`src/rtl/t01_mem_req_pkg.sv`:
```
// Shared types and width codes for the memory request arbiter.
package t01_mem_req_pkg;

  typedef enum logic [1:0] {
    REQ_NONE,
    REQ_INSTR,
    REQ_DREAD,
    REQ_DWRITE
  } req_kind_t;

  typedef enum logic [2:0] {
    StIdle,
    StIssue,
    StWaitStart,
    StWaitDone,
    StResp
  } arb_state_t;

  localparam logic [1:0] WIDTH_BYTE = 2'b00;
  localparam logic [1:0] WIDTH_HALF = 2'b01;
  localparam logic [1:0] WIDTH_WORD = 2'b10;

endpackage

```
`src/rtl/t01_lane_formatter.sv`:
```
// Byte-lane enables and lane-replicated write data from access width and address offset.
module t01_lane_formatter
  import t01_mem_req_pkg::*;
(
  input  logic        i_is_read,
  input  logic [1:0]  i_width,
  input  logic [1:0]  i_addr_lo,
  input  logic [31:0] i_data,
  output logic [3:0]  o_sel,
  output logic [31:0] o_dat
);

  always_comb begin
    o_sel = 4'b1111;
    o_dat = i_data;
    case (i_width)
      WIDTH_BYTE: begin
        o_sel = 4'b0001 << i_addr_lo;
        o_dat = {4{i_data[7:0]}};
      end
      WIDTH_HALF: begin
        // Misaligned halfwords keep the lane pair chosen by addr[1]; no trap.
        o_sel = 4'b0011 << {i_addr_lo[1], 1'b0};
        o_dat = {2{i_data[15:0]}};
      end
      default: ;
    endcase
    if (i_is_read) begin
      o_sel = 4'b1111;
    end
  end

endmodule

```
`src/rtl/t01_mem_request_arbiter.sv`:
```
// Single-master bus front end: arbitrates data/instruction requests onto one Wishbone manager.
// Optional one-entry fetch buffer is enabled by defining T01_IFETCH_CACHE_EN.
module t01_mem_request_arbiter
  import t01_mem_req_pkg::*;
#(
  parameter int unsigned TIMEOUT_CYCLES  = 1024,
  parameter int unsigned BUSY_START_WAIT = 4
) (
  input  logic        clk,
  input  logic        nRST,
  input  logic        InstrRead,
  input  logic [31:0] InstrAddress,
  input  logic        DataRead,
  input  logic        DataWrite,
  input  logic [31:0] DataAddress,
  input  logic [31:0] DataToWrite,
  input  logic [1:0]  DataWidth,
  input  logic        busy_o,
  input  logic [31:0] cpu_dat_o,
  output logic        ihit,
  output logic        dhit,
  output logic [31:0] FetchedInstr,
  output logic [31:0] FetchedData,
  output logic        read_i,
  output logic        write_i,
  output logic [31:0] adr_i,
  output logic [31:0] cpu_dat_i,
  output logic [3:0]  sel_i,
  output logic        bus_err
);

  localparam int unsigned CntW = $clog2(TIMEOUT_CYCLES + 1);
  localparam logic [CntW-1:0] TimeoutLast = CntW'(TIMEOUT_CYCLES - 1);
  localparam logic [CntW-1:0] StartLast   = CntW'(BUSY_START_WAIT - 1);

  arb_state_t      r_state, w_state_d;
  req_kind_t       r_kind, w_grant_kind;
  logic [31:0]     r_addr, r_data;
  logic [1:0]      r_width;
  logic [CntW-1:0] r_cnt;
  logic            r_err;
  logic [31:0]     r_fetched_instr, r_fetched_data;
  logic            w_timeout, w_bus_done, w_waiting, w_drive;
  logic            w_cache_hit;
  logic [31:0]     w_cache_data;
  logic [3:0]      w_sel;
  logic [31:0]     w_dat;

  always_comb begin
    w_grant_kind = REQ_NONE;
    if (DataWrite) begin
      w_grant_kind = REQ_DWRITE;
    end else if (DataRead) begin
      w_grant_kind = REQ_DREAD;
    end else if (InstrRead) begin
      w_grant_kind = REQ_INSTR;
    end
  end

  assign w_waiting = (r_state == StWaitStart) || (r_state == StWaitDone);

  always_comb begin
    w_state_d  = r_state;
    w_timeout  = 1'b0;
    w_bus_done = 1'b0;
    case (r_state)
      StIdle: begin
        if (w_cache_hit) begin
          w_state_d = StResp;
        end else if (w_grant_kind != REQ_NONE) begin
          w_state_d = StIssue;
        end
      end
      StIssue: w_state_d = StWaitStart;
      StWaitStart: begin
        if (busy_o) begin
          w_state_d = StWaitDone;
        end else if (r_cnt == StartLast) begin
          w_state_d = StResp;
        end
      end
      StWaitDone: begin
        if (!busy_o) begin
          w_state_d  = StResp;
          w_bus_done = 1'b1;
        end
      end
      StResp:  w_state_d = StIdle;
      default: w_state_d = StIdle;
    endcase
    // One counter spans both wait states; a normal completion on the last cycle wins.
    if (w_waiting && (w_state_d != StResp) && (r_cnt == TimeoutLast)) begin
      w_state_d = StResp;
      w_timeout = 1'b1;
    end
  end

  always_ff @(posedge clk or negedge nRST) begin
    if (!nRST) begin
      r_state <= StIdle;
    end else begin
      r_state <= w_state_d;
    end
  end

  always_ff @(posedge clk or negedge nRST) begin
    if (!nRST) begin
      r_kind          <= REQ_NONE;
      r_addr          <= '0;
      r_data          <= '0;
      r_width         <= WIDTH_WORD;
      r_cnt           <= '0;
      r_err           <= 1'b0;
      r_fetched_instr <= '0;
      r_fetched_data  <= '0;
    end else begin
      r_err <= w_timeout;
      r_cnt <= (w_waiting && (w_state_d != StResp)) ? r_cnt + 1'b1 : '0;
      if ((r_state == StIdle) && (w_grant_kind != REQ_NONE)) begin
        r_kind  <= w_grant_kind;
        r_addr  <= (w_grant_kind == REQ_INSTR) ? InstrAddress : DataAddress;
        r_data  <= DataToWrite;
        r_width <= (w_grant_kind == REQ_DWRITE) ? DataWidth : WIDTH_WORD;
      end
      if (w_cache_hit) begin
        r_fetched_instr <= w_cache_data;
      end
      if (w_bus_done || w_timeout) begin
        if (r_kind == REQ_INSTR) begin
          r_fetched_instr <= w_timeout ? 32'h0 : cpu_dat_o;
        end else if (r_kind == REQ_DREAD) begin
          r_fetched_data <= w_timeout ? 32'h0 : cpu_dat_o;
        end
      end
    end
  end

`ifdef T01_IFETCH_CACHE_EN
  logic        r_c_valid;
  logic [29:0] r_c_tag;
  logic [31:0] r_c_data;

  assign w_cache_hit  = (r_state == StIdle) && (w_grant_kind == REQ_INSTR) && r_c_valid &&
                        (r_c_tag == InstrAddress[31:2]);
  assign w_cache_data = r_c_data;

  always_ff @(posedge clk or negedge nRST) begin
    if (!nRST) begin
      r_c_valid <= 1'b0;
      r_c_tag   <= '0;
      r_c_data  <= '0;
    end else if ((r_state == StIdle) && (w_grant_kind == REQ_DWRITE) &&
                 (DataAddress[31:2] == r_c_tag)) begin
      r_c_valid <= 1'b0;
    end else if (w_bus_done && (r_kind == REQ_INSTR)) begin
      r_c_valid <= 1'b1;
      r_c_tag   <= r_addr[31:2];
      r_c_data  <= cpu_dat_o;
    end
  end
`else
  assign w_cache_hit  = 1'b0;
  assign w_cache_data = 32'h0;
`endif

  t01_lane_formatter u_lane_formatter (
    .i_is_read (r_kind != REQ_DWRITE),
    .i_width   (r_width),
    .i_addr_lo (r_addr[1:0]),
    .i_data    (r_data),
    .o_sel     (w_sel),
    .o_dat     (w_dat)
  );

  assign w_drive = (r_state == StIssue) || w_waiting;

  assign read_i       = (r_state == StIssue) && (r_kind != REQ_DWRITE);
  assign write_i      = (r_state == StIssue) && (r_kind == REQ_DWRITE);
  assign adr_i        = w_drive ? {r_addr[31:2], 2'b00} : 32'h0;
  assign sel_i        = w_drive ? w_sel : 4'h0;
  assign cpu_dat_i    = w_drive ? w_dat : 32'h0;
  assign ihit         = (r_state == StResp) && (r_kind == REQ_INSTR);
  assign dhit         = (r_state == StResp) &&
                        ((r_kind == REQ_DREAD) || (r_kind == REQ_DWRITE));
  assign bus_err      = (r_state == StResp) && r_err;
  assign FetchedInstr = r_fetched_instr;
  assign FetchedData  = r_fetched_data;

endmodule

```
`config.mk`:
```
export PLATFORM = sky130hd
export DESIGN_NAME = t01_mem_request_arbiter
export DESIGN_NICKNAME = d
export VERILOG_FILES = /design/src/rtl/t01_mem_req_pkg.sv /design/src/rtl/t01_lane_formatter.sv /design/src/rtl/t01_mem_request_arbiter.sv
export SDC_FILE = /design/constraint.sdc
export NUM_CORES = 1
export LEC_CHECK = 0
export ABC_AREA = 1
export CORE_MARGIN = 2
export CORE_UTILIZATION = 40
export CTS_CLUSTER_DIAMETER = 150
export DETAILED_ROUTE_END_ITERATION = 10
export GPL_ROUTABILITY_DRIVEN = 0
export PLACE_DENSITY = 0.76
export SETUP_SLACK_MARGIN = 0.3
export SYNTH_ARGS = -nofsm -noshare
export SYNTH_HDL_FRONTEND = slang
export SYNTH_SLANG_ARGS = --single-unit
```
`constraint.sdc`:
```
create_clock -name clk -period 1.5 [get_ports clk]
set_input_delay 0.15 -clock clk [delete_from_list [all_inputs] [get_ports clk]]
set_output_delay 0.15 -clock clk [all_outputs]
set_load 0.1 [all_outputs]
```
==> flow_summary.yaml <==
outcome:
  status: "finished with violations"
  failed_checks: "setup timing"
finish:
  layout-drive-gt1-share_pct: 42.08
  nets: 1443
  final_cell_mix: "nand2_1 (234), buf_12 (167), dfrtp_1 (135)"
  syn_to_final_growth_pct: 119.1
  mostFrequentLayoutCell: "nand2_1"
  diodes: 0
timing:
  rsz0062_at_grt: "yes"
  fin_skew_ns: 0.009029
  fmax_ghz: 0.4510
  setup_tns_ns: -93.34
  hold_viol: 0
  hold_ws_ns: 0.1596
  slew_viol_final: 0
  setup_ws_ns: -0.7171
  setup_viol: 218
  max_slew.worst_pin.slew_ns: 0.6356
  fin_crit_ns: 2.217
  max_slew_margin_pct: 57.53
  period_share_pct: 147.8
drt:
  post-route-drc-count: 0
  dr.first_iter.drc_count: 1123
  dr.pass1.iters: 6
  ant_nets: 0
  via_per_inst: 6.271
  route.vias.total: 9682
  wl_per_cell_um: 27.33
  drt-total-wl_um: 42200
flow_run:
  cap_violations: 0
global_routing:
  antenna_found_initial: 0
  track_usage_pct: 35.45
  grt_max_degree: 42
  grt_use_met3_pct: 8.296
  met1_usage_pct: 39.91
  grt_pass1_wl_um: 49880
  globalRoute.busiestLayer: "met2"
  use_met2_pct: 61.19
  grt-ovfl-total: 0
  grt_pass1_vias: 8804
floorplanning:
  start_util_pct: 40.81
  die_width_um: 136.6
  ioPinCount: 273
  fp.dieH_um: 136.6
  dieArea_um2: 18660
  rows: 48
  core_area_um2: 17240
cts:
  htreeDepth: 4
  clock_latency_ns: 0.44
  clk_path_buf_depth: 2
  cts_buffers: 17
  numClockSinks: 147
  cts_tree: "built"
  clkTransAtPathRegs_ns: 0.07
  cts-root-buf: "clkbuf_16"
yosys:
  syn_avg_cell_area_um2: 7.842
  synthCells: 897
  synth-seq-area-share_pct: 52.31
  yosysUniqueCellTypes: 29
  ys_ff_latch: 147
  yosys_warnings: 0
  netlist_area_um2: 7034
critical_path:
  arrival_ns: 2.56
  critical_path_class: "reg -> reg"
  worstPathMaxFanout: 7
  start_kind: "register"
  critPathRequiredTime_ns: 1.84
  end_kind: "register"
worst_hold_path:
  hold_path_class: "in -> async"
place:
  portBuffers: 270
  dpl.hpwl_um: 17780
  dp_slack_ns: -0.2949
[critical path: stages, from the launching register on]
cell and delay, ns:
dfrtp_1 0.47, ha_4 0.22, inv_2 0.05, nor2_1 0.08, nand3_1 0.10, nor2_2 0.14
nand2_2 0.11, nand4_4 0.13, buf_6 0.14, buf_12 0.18, buf_12 0.14, nand4_1 0.14
nand2_1 0.22
[state kept, by name, indices dropped and copies added (netlist names)]
signal,cells
FetchedData,32
FetchedInstr,32
r_addr,32
r_data,32
r_cnt,11
r_state,3
r_kind,2
r_width,2
r_err,1
[routing by layer]
layer / vias to the layer above / part of all wire (%)
li1: 3764 / -
met2: 892 / 48
met4: 0 / 8.9
met5: - / 0
met3: 312 / 10
met1: 4714 / 33
[final timing paths]
check                           startpoint               end  slack [ns]  cells after the start
max                               r_cnt[0]  FetchedInstr[23]       -0.72                     12
min                                   nRST        r_addr[17]        0.16                      2
max reg2reg                       r_cnt[0]  FetchedInstr[23]       -0.72                     12
min reg2reg                     r_data[23]        r_data[23]        0.50                      2
max in group asynchronous             nRST  FetchedInstr[16]        0.66                      3
min in group clk           DataToWrite[30]        r_data[30]        0.25                      3
[synthesized netlist by cell type]
library cell    n  area, µm²
conb_1          1      3.750
buf_1           6      22.52
nand3b_1        1      7.510
nor3b_1         1      7.510
o22ai_1         9      56.30
nand3_1        42      210.2
buf_6           9      101.4
buf_4           5      37.54
nand2_2         3      18.77
nor2_1        111      416.7
ha_1            1      12.51
a31oi_1        32      200.2
a21oi_1        18      90.09
buf_2           8      40.04
nor3_1          9      45.04
dfstp_2         1      26.28
xor2_1          1      8.760
or2_2           1      6.260
o21ai_0        35      175.2
inv_2           1      3.750
nor2_2          1      6.260
nand4_2         1      12.51
dfrtp_1       146       3654
o21ai_2         1      8.760
clkbuf_1       31      116.4
nand4_1        65      406.6
nand2_1       279       1047
inv_1          75      281.5
clkinv_1        3      11.26
[final cells by class]
class / instances / area, µm²
fill: 593 / 1827
inverter: 79 / 354.1
timing repair inverter: 2 / 17.52
timing repair buffer: 441 / 6464
multi-input combinational: 618 / 4039
tap: 225 / 281.5
sequential: 147 / 3694
clock buffer: 18 / 439.2
clock inverter: 14 / 121.4
[repair_timing]
action,CTS,global route
buffers inserted,27,51
resized for setup,141,107
endpoints found under the hold margin,122,0
hold buffers,1,0
endpoints found under the setup margin,222,276
gates cloned,30,8
pin swaps,55,57
[cell families (layout without fill, tap and decap cells)]
logic type               count (synthesis)  count (layout)  share of synthesized area, %
buffers and inverters                  138             554                         8.734
flip-flops                             147             147                         52.31
AO/OA/AOI/OAI                           95              96                         7.542
XOR/XNOR                                 1               1                        0.1245
adder cells (fa/ha/maj)                  1               1                        0.1778
AND/OR/NAND/NOR                        514             518                         31.06
other                                    1               2                       0.05331
[metrics by stage]
step / instance area (µm²) / utilization, % / instances
finish: 15410 / 89.40 / 1544
global route: 15410 / 89.40 / 1544
CTS: 14390 / 83.51 / 1485
detailed placement: 12400 / 71.93 / 1395
global placement: 12400 / 71.93 / 1395
floorplan: 7752 / - / 898
Power is not shown: default switching activity piles up to over one toggle a cycle in this logic, so the estimate is an artifact.
